### src/rtl/switch_stage_feeder_if.sv
// switch_stage_feeder_if
// Bundles the two handshakes around the switch-stage feeder.
//   Row input side : in_valid, in_ready, in_row
//   Pair output side: out_valid, out_ready, out_down, out_across,
//                     out_ctrl, out_pair_idx, out_tile_last
// Modports:
//   slave  - the feeder itself (accepts rows, produces pairs)
//   master - the environment around it (sends rows, consumes pairs)
interface switch_stage_feeder_if #(
    parameter int WIDTH = 8,
    parameter int N     = 4,
    parameter int ROWS  = 4
);
    localparam int PIDX_W = (ROWS / 2 > 1) ? $clog2(ROWS / 2) : 1;

    logic                         in_valid;
    logic                         in_ready;
    logic [0:N-1][WIDTH-1:0]      in_row;

    logic                         out_valid;
    logic                         out_ready;
    logic [0:N-1][WIDTH-1:0]      out_down;
    logic [0:N-1][WIDTH-1:0]      out_across;
    logic                         out_ctrl;
    logic [PIDX_W-1:0]            out_pair_idx;
    logic                         out_tile_last;

    modport slave (
        input  in_valid, in_row, out_ready,
        output in_ready, out_valid, out_down, out_across,
               out_ctrl, out_pair_idx, out_tile_last
    );

    modport master (
        output in_valid, in_row, out_ready,
        input  in_ready, out_valid, out_down, out_across,
               out_ctrl, out_pair_idx, out_tile_last
    );
endinterface

### src/rtl/switch_stage_feeder.sv
// switch_stage_feeder
// Upstream neighbour of the matrix-transpose switch stage. Rows arrive one
// per beat and fill one of two ping-pong banks; once a bank holds a full
// tile it is drained as row pairs (2k, 2k+1) with a per-pair control bit.
// Ports:
//   clk  - rising-edge clock
//   rst  - synchronous active-low reset
//   bus  - switch_stage_feeder_if.slave
//          in_valid/in_ready/in_row            : row input handshake
//          out_valid/out_ready/out_down/out_across/out_ctrl/
//          out_pair_idx/out_tile_last          : registered pair output
module switch_stage_feeder #(
    parameter int WIDTH      = 8,
    parameter int N          = 4,
    parameter int ROWS       = 4,
    parameter bit CTRL_START = 1'b1
) (
    input  logic                 clk,
    input  logic                 rst,
    switch_stage_feeder_if.slave bus
);
    localparam int PAIRS  = ROWS / 2;
    localparam int PIDX_W = (PAIRS > 1) ? $clog2(PAIRS) : 1;
    localparam int ROW_W  = $clog2(ROWS);

    typedef logic [0:N-1][WIDTH-1:0] row_t;

    row_t              mem_q [2][ROWS];

    logic [1:0]        full_q, full_d;
    logic              wr_bank_q, wr_bank_d;
    logic [ROW_W-1:0]  wr_row_q, wr_row_d;
    logic              rd_bank_q, rd_bank_d;
    logic [PIDX_W-1:0] rd_pair_q, rd_pair_d;

    logic              out_valid_q, out_valid_d;
    row_t              out_down_q, out_down_d;
    row_t              out_across_q, out_across_d;
    logic              out_ctrl_q, out_ctrl_d;
    logic [PIDX_W-1:0] out_idx_q, out_idx_d;
    logic              out_last_q, out_last_d;

    logic              wr_fire;
    logic              ld;
    logic              pair_last;
    row_t              rd_down, rd_across;

    // in_ready depends only on registered state, never on out_ready.
    assign wr_fire   = bus.in_valid && !full_q[wr_bank_q];
    // The output register refills whenever it is empty or being consumed.
    assign ld        = full_q[rd_bank_q] && (!out_valid_q || bus.out_ready);
    assign pair_last = (int'(rd_pair_q) == PAIRS - 1);

    // Row pair selection from the bank being drained.
    always_comb begin
        rd_down   = '0;
        rd_across = '0;
        for (int r = 0; r < ROWS; r++) begin
            if (r == 2 * int'(rd_pair_q))     rd_down   = mem_q[rd_bank_q][r];
            if (r == 2 * int'(rd_pair_q) + 1) rd_across = mem_q[rd_bank_q][r];
        end
    end

    // Bank storage carries data only, so it has no reset.
    always_ff @(posedge clk) begin
        for (int r = 0; r < ROWS; r++) begin
            if (wr_fire && int'(wr_row_q) == r) mem_q[wr_bank_q][r] <= bus.in_row;
        end
    end

    always_comb begin
        full_d       = full_q;
        wr_bank_d    = wr_bank_q;
        wr_row_d     = wr_row_q;
        rd_bank_d    = rd_bank_q;
        rd_pair_d    = rd_pair_q;
        out_valid_d  = out_valid_q;
        out_down_d   = out_down_q;
        out_across_d = out_across_q;
        out_ctrl_d   = out_ctrl_q;
        out_idx_d    = out_idx_q;
        out_last_d   = out_last_q;

        if (wr_fire) begin
            if (int'(wr_row_q) == ROWS - 1) begin
                full_d[wr_bank_q] = 1'b1;
                wr_row_d          = '0;
                wr_bank_d         = !wr_bank_q;
            end else begin
                wr_row_d = wr_row_q + ROW_W'(1);
            end
        end

        // A bank set full and a bank freed on the same edge are always
        // different banks, so the two full_d updates never collide.
        if (ld) begin
            out_valid_d  = 1'b1;
            out_down_d   = rd_down;
            out_across_d = rd_across;
            out_ctrl_d   = CTRL_START ^ rd_pair_q[0];
            out_idx_d    = rd_pair_q;
            out_last_d   = pair_last;
            if (pair_last) begin
                full_d[rd_bank_q] = 1'b0;
                rd_pair_d         = '0;
                rd_bank_d         = !rd_bank_q;
            end else begin
                rd_pair_d = rd_pair_q + PIDX_W'(1);
            end
        end else if (out_valid_q && bus.out_ready) begin
            out_valid_d = 1'b0;
        end
    end

    always_ff @(posedge clk) begin
        if (!rst) begin
            full_q       <= '0;
            wr_bank_q    <= 1'b0;
            wr_row_q     <= '0;
            rd_bank_q    <= 1'b0;
            rd_pair_q    <= '0;
            out_valid_q  <= 1'b0;
            out_down_q   <= '0;
            out_across_q <= '0;
            out_ctrl_q   <= CTRL_START;
            out_idx_q    <= '0;
            out_last_q   <= 1'b0;
        end else begin
            full_q       <= full_d;
            wr_bank_q    <= wr_bank_d;
            wr_row_q     <= wr_row_d;
            rd_bank_q    <= rd_bank_d;
            rd_pair_q    <= rd_pair_d;
            out_valid_q  <= out_valid_d;
            out_down_q   <= out_down_d;
            out_across_q <= out_across_d;
            out_ctrl_q   <= out_ctrl_d;
            out_idx_q    <= out_idx_d;
            out_last_q   <= out_last_d;
        end
    end

    assign bus.in_ready      = !full_q[wr_bank_q];
    assign bus.out_valid     = out_valid_q;
    assign bus.out_down      = out_down_q;
    assign bus.out_across    = out_across_q;
    assign bus.out_ctrl      = out_ctrl_q;
    assign bus.out_pair_idx  = out_idx_q;
    assign bus.out_tile_last = out_last_q;
endmodule

### src/flat_wrapper.sv
// flat-port wrapper written by rule: the top's interface ports become plain ports
module switch_stage_feeder_flat 
#(
    parameter int WIDTH      = 8,
    parameter int N          = 4,
    parameter int ROWS       = 4,
    parameter bit CTRL_START = 1'b1
)
  (clk, rst, bus_in_valid, bus_in_row, bus_out_ready, bus_in_ready, bus_out_valid, bus_out_down, bus_out_across, bus_out_ctrl, bus_out_pair_idx, bus_out_tile_last);
  switch_stage_feeder_if #(.WIDTH(WIDTH), .N(N), .ROWS(ROWS)) bus_i ();
  input  logic clk;
  input  logic rst;
  input wire logic [$bits(bus_i.in_valid)-1:0] bus_in_valid;
  input wire logic [$bits(bus_i.in_row)-1:0] bus_in_row;
  input wire logic [$bits(bus_i.out_ready)-1:0] bus_out_ready;
  output wire logic [$bits(bus_i.in_ready)-1:0] bus_in_ready;
  output wire logic [$bits(bus_i.out_valid)-1:0] bus_out_valid;
  output wire logic [$bits(bus_i.out_down)-1:0] bus_out_down;
  output wire logic [$bits(bus_i.out_across)-1:0] bus_out_across;
  output wire logic [$bits(bus_i.out_ctrl)-1:0] bus_out_ctrl;
  output wire logic [$bits(bus_i.out_pair_idx)-1:0] bus_out_pair_idx;
  output wire logic [$bits(bus_i.out_tile_last)-1:0] bus_out_tile_last;
  assign bus_i.in_valid = bus_in_valid;
  assign bus_i.in_row = bus_in_row;
  assign bus_i.out_ready = bus_out_ready;
  assign bus_in_ready = bus_i.in_ready;
  assign bus_out_valid = bus_i.out_valid;
  assign bus_out_down = bus_i.out_down;
  assign bus_out_across = bus_i.out_across;
  assign bus_out_ctrl = bus_i.out_ctrl;
  assign bus_out_pair_idx = bus_i.out_pair_idx;
  assign bus_out_tile_last = bus_i.out_tile_last;
  switch_stage_feeder #(.WIDTH(WIDTH), .N(N), .ROWS(ROWS), .CTRL_START(CTRL_START)) u_core (.clk(clk), .rst(rst), .bus(bus_i));
endmodule
### config.mk
export PLATFORM = sky130hd
export DESIGN_NAME = switch_stage_feeder_flat
export DESIGN_NICKNAME = d
export VERILOG_FILES = /design/src/rtl/switch_stage_feeder_if.sv /design/src/rtl/switch_stage_feeder.sv /design/src/flat_wrapper.sv
export SDC_FILE = /design/constraint.sdc
export NUM_CORES = 1
export LEC_CHECK = 0
export BUFFER_PORTS_ARGS = -buffer_cell sky130_fd_sc_hd__buf_2
export CORE_MARGIN = 5
export CORE_UTILIZATION = 50
export DETAILED_ROUTE_END_ITERATION = 8
export HOLD_SLACK_MARGIN = 0.05
export MAX_ROUTING_LAYER = met4
export PLACE_DENSITY = 0.83
export SLEW_MARGIN = 20
export SYNTH_ARGS = -nofsm -noshare
export SYNTH_HDL_FRONTEND = slang
export SYNTH_SLANG_ARGS = --single-unit
### constraint.sdc
create_clock -name clk -period 3.1 [get_ports clk]
set_clock_uncertainty 0.05 [all_clocks]
set_input_delay 0.31 -clock clk [delete_from_list [all_inputs] [get_ports clk]]
set_output_delay 0.31 -clock clk [all_outputs]
set_load 0.05 [all_outputs]
==> results.py, run 1 <==
metrics = {
    "timing": {
        "finalHoldViolCount": 0,
        "worstMarginPinSlew_ns": 1.06,
        "relSlewSlack_pct": 29.4,
        "period_minus_slack_ns": 2.32,
        "rsz0062_at_grt": "false",
        "maxSlewViolCount": 0,
        "setup_viol": 0,
        "clock.fmax_mhz": 431,
        "finalCritPeriodShare_pct": 74.9,
        "tns_ns": 0,
    },
    "layout": {
        "syn_to_final_growth_pct": 18.8,
        "fin_nets": 737,
        "fin_cells": 1041,
        "multi_input_area_sq_um": 2410,
        "drive_above_1_share_pct": 33.6,
        "stdcell_area_sq_um": 13900,
        "regArea_sq_um": 9200,
        "num-fill-cells": 1646,
    },
    "power": {
        "leakage_nw": 4.79,
        "ir_drop_uv": 394,
        "power_per_cell_area_nw_per_um2": 621,
        "p_total_mw": 8.65,
    },
    "place": {
        "place_hpwl_microns": 13600,
        "routabilityCongestion": 0.791,
        "place_inst": 950,
        "io_buffers": 104,
        "placed_area_sq_um": 12700,
    },
    "synth": {
        "ys_ff_latch": 331,
        "syn_avg_cell_area_sq_um": 21.6,
        "yosysUniqueCellTypes": 29,
        "synthTopCellsByArea": "edfxtp_1 66%, dfxtp_1 13%, mux4_2 12%, a22o_1 4.8%, buf_2 0.73%",
        "synth_edf_count": 256,
        "async_flop_share_pct": 0,
        "synth_cells": 542,
        "yosys.area.top_type_share_pct": 65.5,
        "synth-main-ff-cell": "edfxtp_1",
        "syn-num-nets": 582,
        "synth_most_common_cell": "edfxtp_1",
        "seq_area_frac_synth_pct": 78.3,
        "synthTopCellsByCount": "256 x edfxtp_1, 75 x dfxtp_1, 64 x a22o_1, 64 x mux4_2, 17 x buf_2",
        "synth_top_area_cell": "edfxtp_1",
        "synth_area_sq_um": 11700,
        "yosysWarnings": 0,
    },
    "clock_network": {
        "post-cts-setup-buffers": 0,
        "hold_buffers": 34,
        "clkTransAtPathRegs_ns": 0.06,
        "clock_latency_ns": 0.54,
        "cts_max_level": 1,
        "cts_tree": "built",
        "cts-resized-gates": 0,
        "clockBufferDepth": 3,
        "tritoncts.num_buffers": 30,
        "root_buffer": "clkbuf_16",
        "cts_num_sinks": 331,
    },
    "critical_path": {
        "crit_path_max_fanout": 8,
        "cp_data_required_time_ns": 2.74,
        "crit_arrival_ns": 1.96,
        "rr_worst_depth": 3,
        "setup.worst_path.class": "register to output port",
        "start_kind": "register",
        "cp-end-kind": "output port",
    },
    "detailed_routing": {
        "via_per_inst": 5.57,
        "drtPass1Iterations": 5,
        "drc": 0,
        "post_drt_wl_per_cell_microns": 22.2,
        "vias": 5798,
        "antenna_left": 0,
        "wl_microns": 23100,
        "drt_iter0_drc": 576,
    },
    "grt": {
        "gr-total-overflow": 0,
        "grt_use_total_pct": 18.2,
        "grt_pass1_wl_microns": 36400,
        "first_global_vias": 6358,
        "grt_max_degree": 65,
        "antenna_found_initial": 1,
    },
    "worst_hold_path": {
        "hold_class": "primary input to register",
        "holdPathStages": 4,
    },
    "die": {
        "io-pin-count": 105,
        "coreArea_sq_um": 23300,
        "start_util_pct": 50.4,
        "die_h_microns": 163,
        "rows": 56,
        "die_w_microns": 163,
        "die_area_sq_um": 26600,
    },
    "outcome": {
        "outcome": "finished, final reports clean",
    },
    "flow_run": {
        "maxCapViolCount": 0,
    },
}
cell families after synthesis:
family / synth area share (%)
mux: 12.6
flops: 78.3
simple gates: 1.12
buf+inv: 1.75
fa+ha+maj: 0.427
compound gates: 5.78
worst max-delay path, cell delays in order, from the launching register on:
cell and delay [ns]:
dfxtp_1 0.63, mux2_2 0.43, inv_1 0.10, buf_2 0.27
state kept, by name, summed over array words and instances, names as in the netlist, named ones only:
name                     flops
u_core.bus.out_ctrl          1
u_core.bus.out_valid         1
u_core.wr_row_q              2
u_core.bus.out_pair_idx      1
u_core.pair_last             1
u_core.bus.out_down         32
u_core.mem_q               256
u_core.wr_bank_q             1
u_core.bus.out_across       32
u_core.full_q                2
u_core.rd_bank_q             1
per-stage QoR:
step                hold slack, ns  setup slack (ns)  utilization, %
floorplan                    0.332             0.663               -
global placement             0.406              1.01            54.4
detailed placement           0.410             0.890            54.4
CTS                          0.186             0.779            59.9
global route                 0.217             0.688            59.9
finish                       0.200             0.778            59.9
final timing paths:
kind / startpoint / end / slack [ns]
min: bus_out_ready / u_core.pair_last / 0.20
max reg2reg: u_core.wr_bank_q / u_core.full_q[1] / 0.88
min reg2reg: u_core.bus.out_across[24] / u_core.bus.out_across[24] / 0.42
max: u_core.wr_bank_q / bus_in_ready / 0.78
cell usage in the layout (no fill, tap or decap), types with 2 or more instances in the layout:
cell           count
ha_1               4
inv_1              5
dfxtp_4            2
dlygate4sd3_1     34
mux4_2            64
a22o_1            64
nand2_1            4
a21oi_1            7
clkbuf_16         33
buf_2            104
nand3_1            4
o21ai_0            6
nor2_4             3
or4_1              2
edfxtp_1         256
nor3_4             5
clkinv_1           2
clkbuf_1          11
nand2b_1           2
mux2_2             2
dfxtp_1           73
clkinv_2           9
buf_4             13
layer usage:
metal	GRT usage, %	share of wire (%)	vias to the layer above	wire [microns]
met2	30.6	51	216	11800
met4	3.81	1.6	0	361
li1	-	-	2572	-
met1	23.1	39	2983	9040
met3	4.16	8.4	27	1930
met5	-	0	-	0
power breakdown:
group | switching, mW | internal (mW) | total, mW | leakage (nW)
clock network | 1.50 | 1.96 | 3.46 | 0.465
registers | 0.0260 | 4.86 | 4.88 | 2.93
logic | 0.188 | 0.120 | 0.308 | 1.39
total | 1.71 | 6.94 | 8.65 | 4.79
cell type report:
cell class,count,area share [%]
Timing Repair Buffer,152,7.02
Inverter,6,0.162
Clock buffer,45,6.32
Multi-Input combinational cell,176,17.3
Sequential cell,331,66.0
Antenna cell,1,0.0180
Clock inverter,11,0.377
Tap cell,319,2.86
Power figures use the tool's default switching activity.
==> run 2: changes to the inputs <==
PLACE_DENSITY = 0.8   (was 0.83)
clock period = 2.4 ns   (was 3.1 ns; I/O delays follow)
==> run 2 against run 1 <==
Clock-buffer cell count shrank 4. Sequential share of layout area shrank 1.0 points. Combinational power grew 31%. Critical path type unchanged. Critical endpoint unchanged.
==> results.py, run 2 (synthesized netlist as in run 1, its figures left out) <==
metrics = {
    "detailed_routing": {
        "drc": 0,
        "post_drt_wl_per_cell_microns": 22.0,
        "drtPass1Iterations": 4,
        "vias": 5831,
        "drt_iter0_drc": 472,
        "wl_microns": 23100,
        "via_per_inst": 5.57,
        "antenna_left": 0,
    },
    "grt": {
        "first_global_vias": 6180,
        "grt_pass1_wl_microns": 36000,
        "gr-total-overflow": 0,
        "grt_use_total_pct": 18.0,
        "grt_max_degree": 65,
        "antenna_found_initial": 1,
    },
    "timing": {
        "worstMarginPinSlew_ns": 0.821,
        "finalHoldViolCount": 0,
        "relSlewSlack_pct": 45.3,
        "setup_viol": 0,
        "rsz0062_at_grt": "false",
        "maxSlewViolCount": 0,
        "finalCritPeriodShare_pct": 94.4,
        "tns_ns": 0,
        "period_minus_slack_ns": 2.27,
        "timing.final.ws_setup_ns": 0.134,
        "hold_slack_ns": 0.158,
        "clock.fmax_mhz": 441,
    },
    "critical_path": {
        "critPathLaunch": "u_core.wr_bank_q",
        "rr_worst_depth": 4,
        "cp-end-kind": "output port",
        "start_kind": "register",
        "r2r_start": "u_core.full_q[0]",
        "crit_arrival_ns": 1.98,
        "reg2reg_slack_ns": 0.28,
        "setup.worst_path.class": "register to output port",
        "endpoint": "bus_in_ready",
        "crit_path_max_fanout": 8,
        "r2r_end": "u_core.bus.out_down[18]",
        "cp_data_required_time_ns": 2.11,
    },
    "power": {
        "leakage_nw": 4.88,
        "power_per_cell_area_nw_per_um2": 818,
        "p_total_mw": 11.6,
        "ir_drop_uv": 485,
    },
    "clock_network": {
        "clkTransAtPathRegs_ns": 0.06,
        "cts-resized-gates": 0,
        "tritoncts.num_buffers": 30,
        "cts_tree": "built",
        "clockBufferDepth": 3,
        "clock_latency_ns": 0.53,
        "cts_num_sinks": 331,
        "root_buffer": "clkbuf_16",
        "cts_max_level": 1,
    },
    "place": {
        "placed_area_sq_um": 12800,
        "routabilityCongestion": 0.801,
        "place_inst": 956,
        "place_hpwl_microns": 13900,
        "io_buffers": 104,
        "pre_cts_ws_ns": 0.364,
    },
    "die": {
        "coreArea_sq_um": 23300,
        "die_area_sq_um": 26600,
        "die_w_microns": 163,
        "rows": 56,
        "io-pin-count": 105,
        "die_h_microns": 163,
        "start_util_pct": 50.4,
    },
    "layout": {
        "drive_above_1_share_pct": 34.5,
        "layout_commonest_cell": "edfxtp_1",
        "stdcell_area_sq_um": 14200,
        "fin_nets": 743,
        "final_cell_mix": "256 x edfxtp_1, 104 x buf_2, 73 x dfxtp_1",
        "fin_util_pct": 60.9,
        "largest_reg_flops": 256,
        "fin_cells": 1047,
        "top_register": "u_core.mem_q",
        "syn_to_final_growth_pct": 20.7,
    },
    "outcome": {
        "outcome": "finished, final reports clean",
    },
    "worst_hold_path": {
        "hold_class": "primary input to register",
    },
    "flow_run": {
        "maxCapViolCount": 0,
    },
}
## run 2: final cells by class
cell class	instances	area [sq um]
diodes	1	2.50
clock buffers	41	863
clock inverters	15	171
fillers	1633	9100
inverters	6	22.5
multi-input cells	176	2410
flip-flops and latches	331	9200
well taps	319	399
repair buffers	158	1100
## run 2: per-layer routing
| layer | vias up | global-route usage (%) | wire length [microns] |
|---|---|---|---|
| met5 | - | - | 0 |
| met2 | 182 | 29.9 | 11700 |
| met3 | 30 | 3.53 | 1590 |
| li1 | 2576 | - | - |
| met4 | 0 | 2.82 | 247 |
| met1 | 3043 | 23.9 | 9530 |
## run 2: report_power, final
part / switching, mW / internal, mW / total, mW
Sequential: 0.0332 / 6.27 / 6.31
Combinational: 0.243 / 0.162 / 0.405
Clock: 1.93 / 2.93 / 4.87
Total: 2.21 / 9.37 / 11.6
## run 2: how the worst min path moves through the flow
stage                                    from                        end  cells after the start
global route                    bus_out_ready        u_core.bus.out_ctrl                      4
finish                          bus_out_ready           u_core.pair_last                      4
detailed placement    u_core.bus.out_down[19]    u_core.bus.out_down[19]                      1
floorplan                                 rst        u_core.bus.out_ctrl                      1
global placement    u_core.bus.out_across[29]  u_core.bus.out_across[29]                      1
CTS                             bus_out_ready           u_core.pair_last                      4
## run 2: critical path, cell delays in order, from the launching register on
cell and delay (ns):
dfxtp_1 0.62, mux2_2 0.42, inv_1 0.12, buf_2 0.28
## run 2: what timing repair did
item / in CTS / in global routing
hold endpoints to repair: 260 / 0
hold buffers: 34 / 0
buffers inserted: 0 / 0
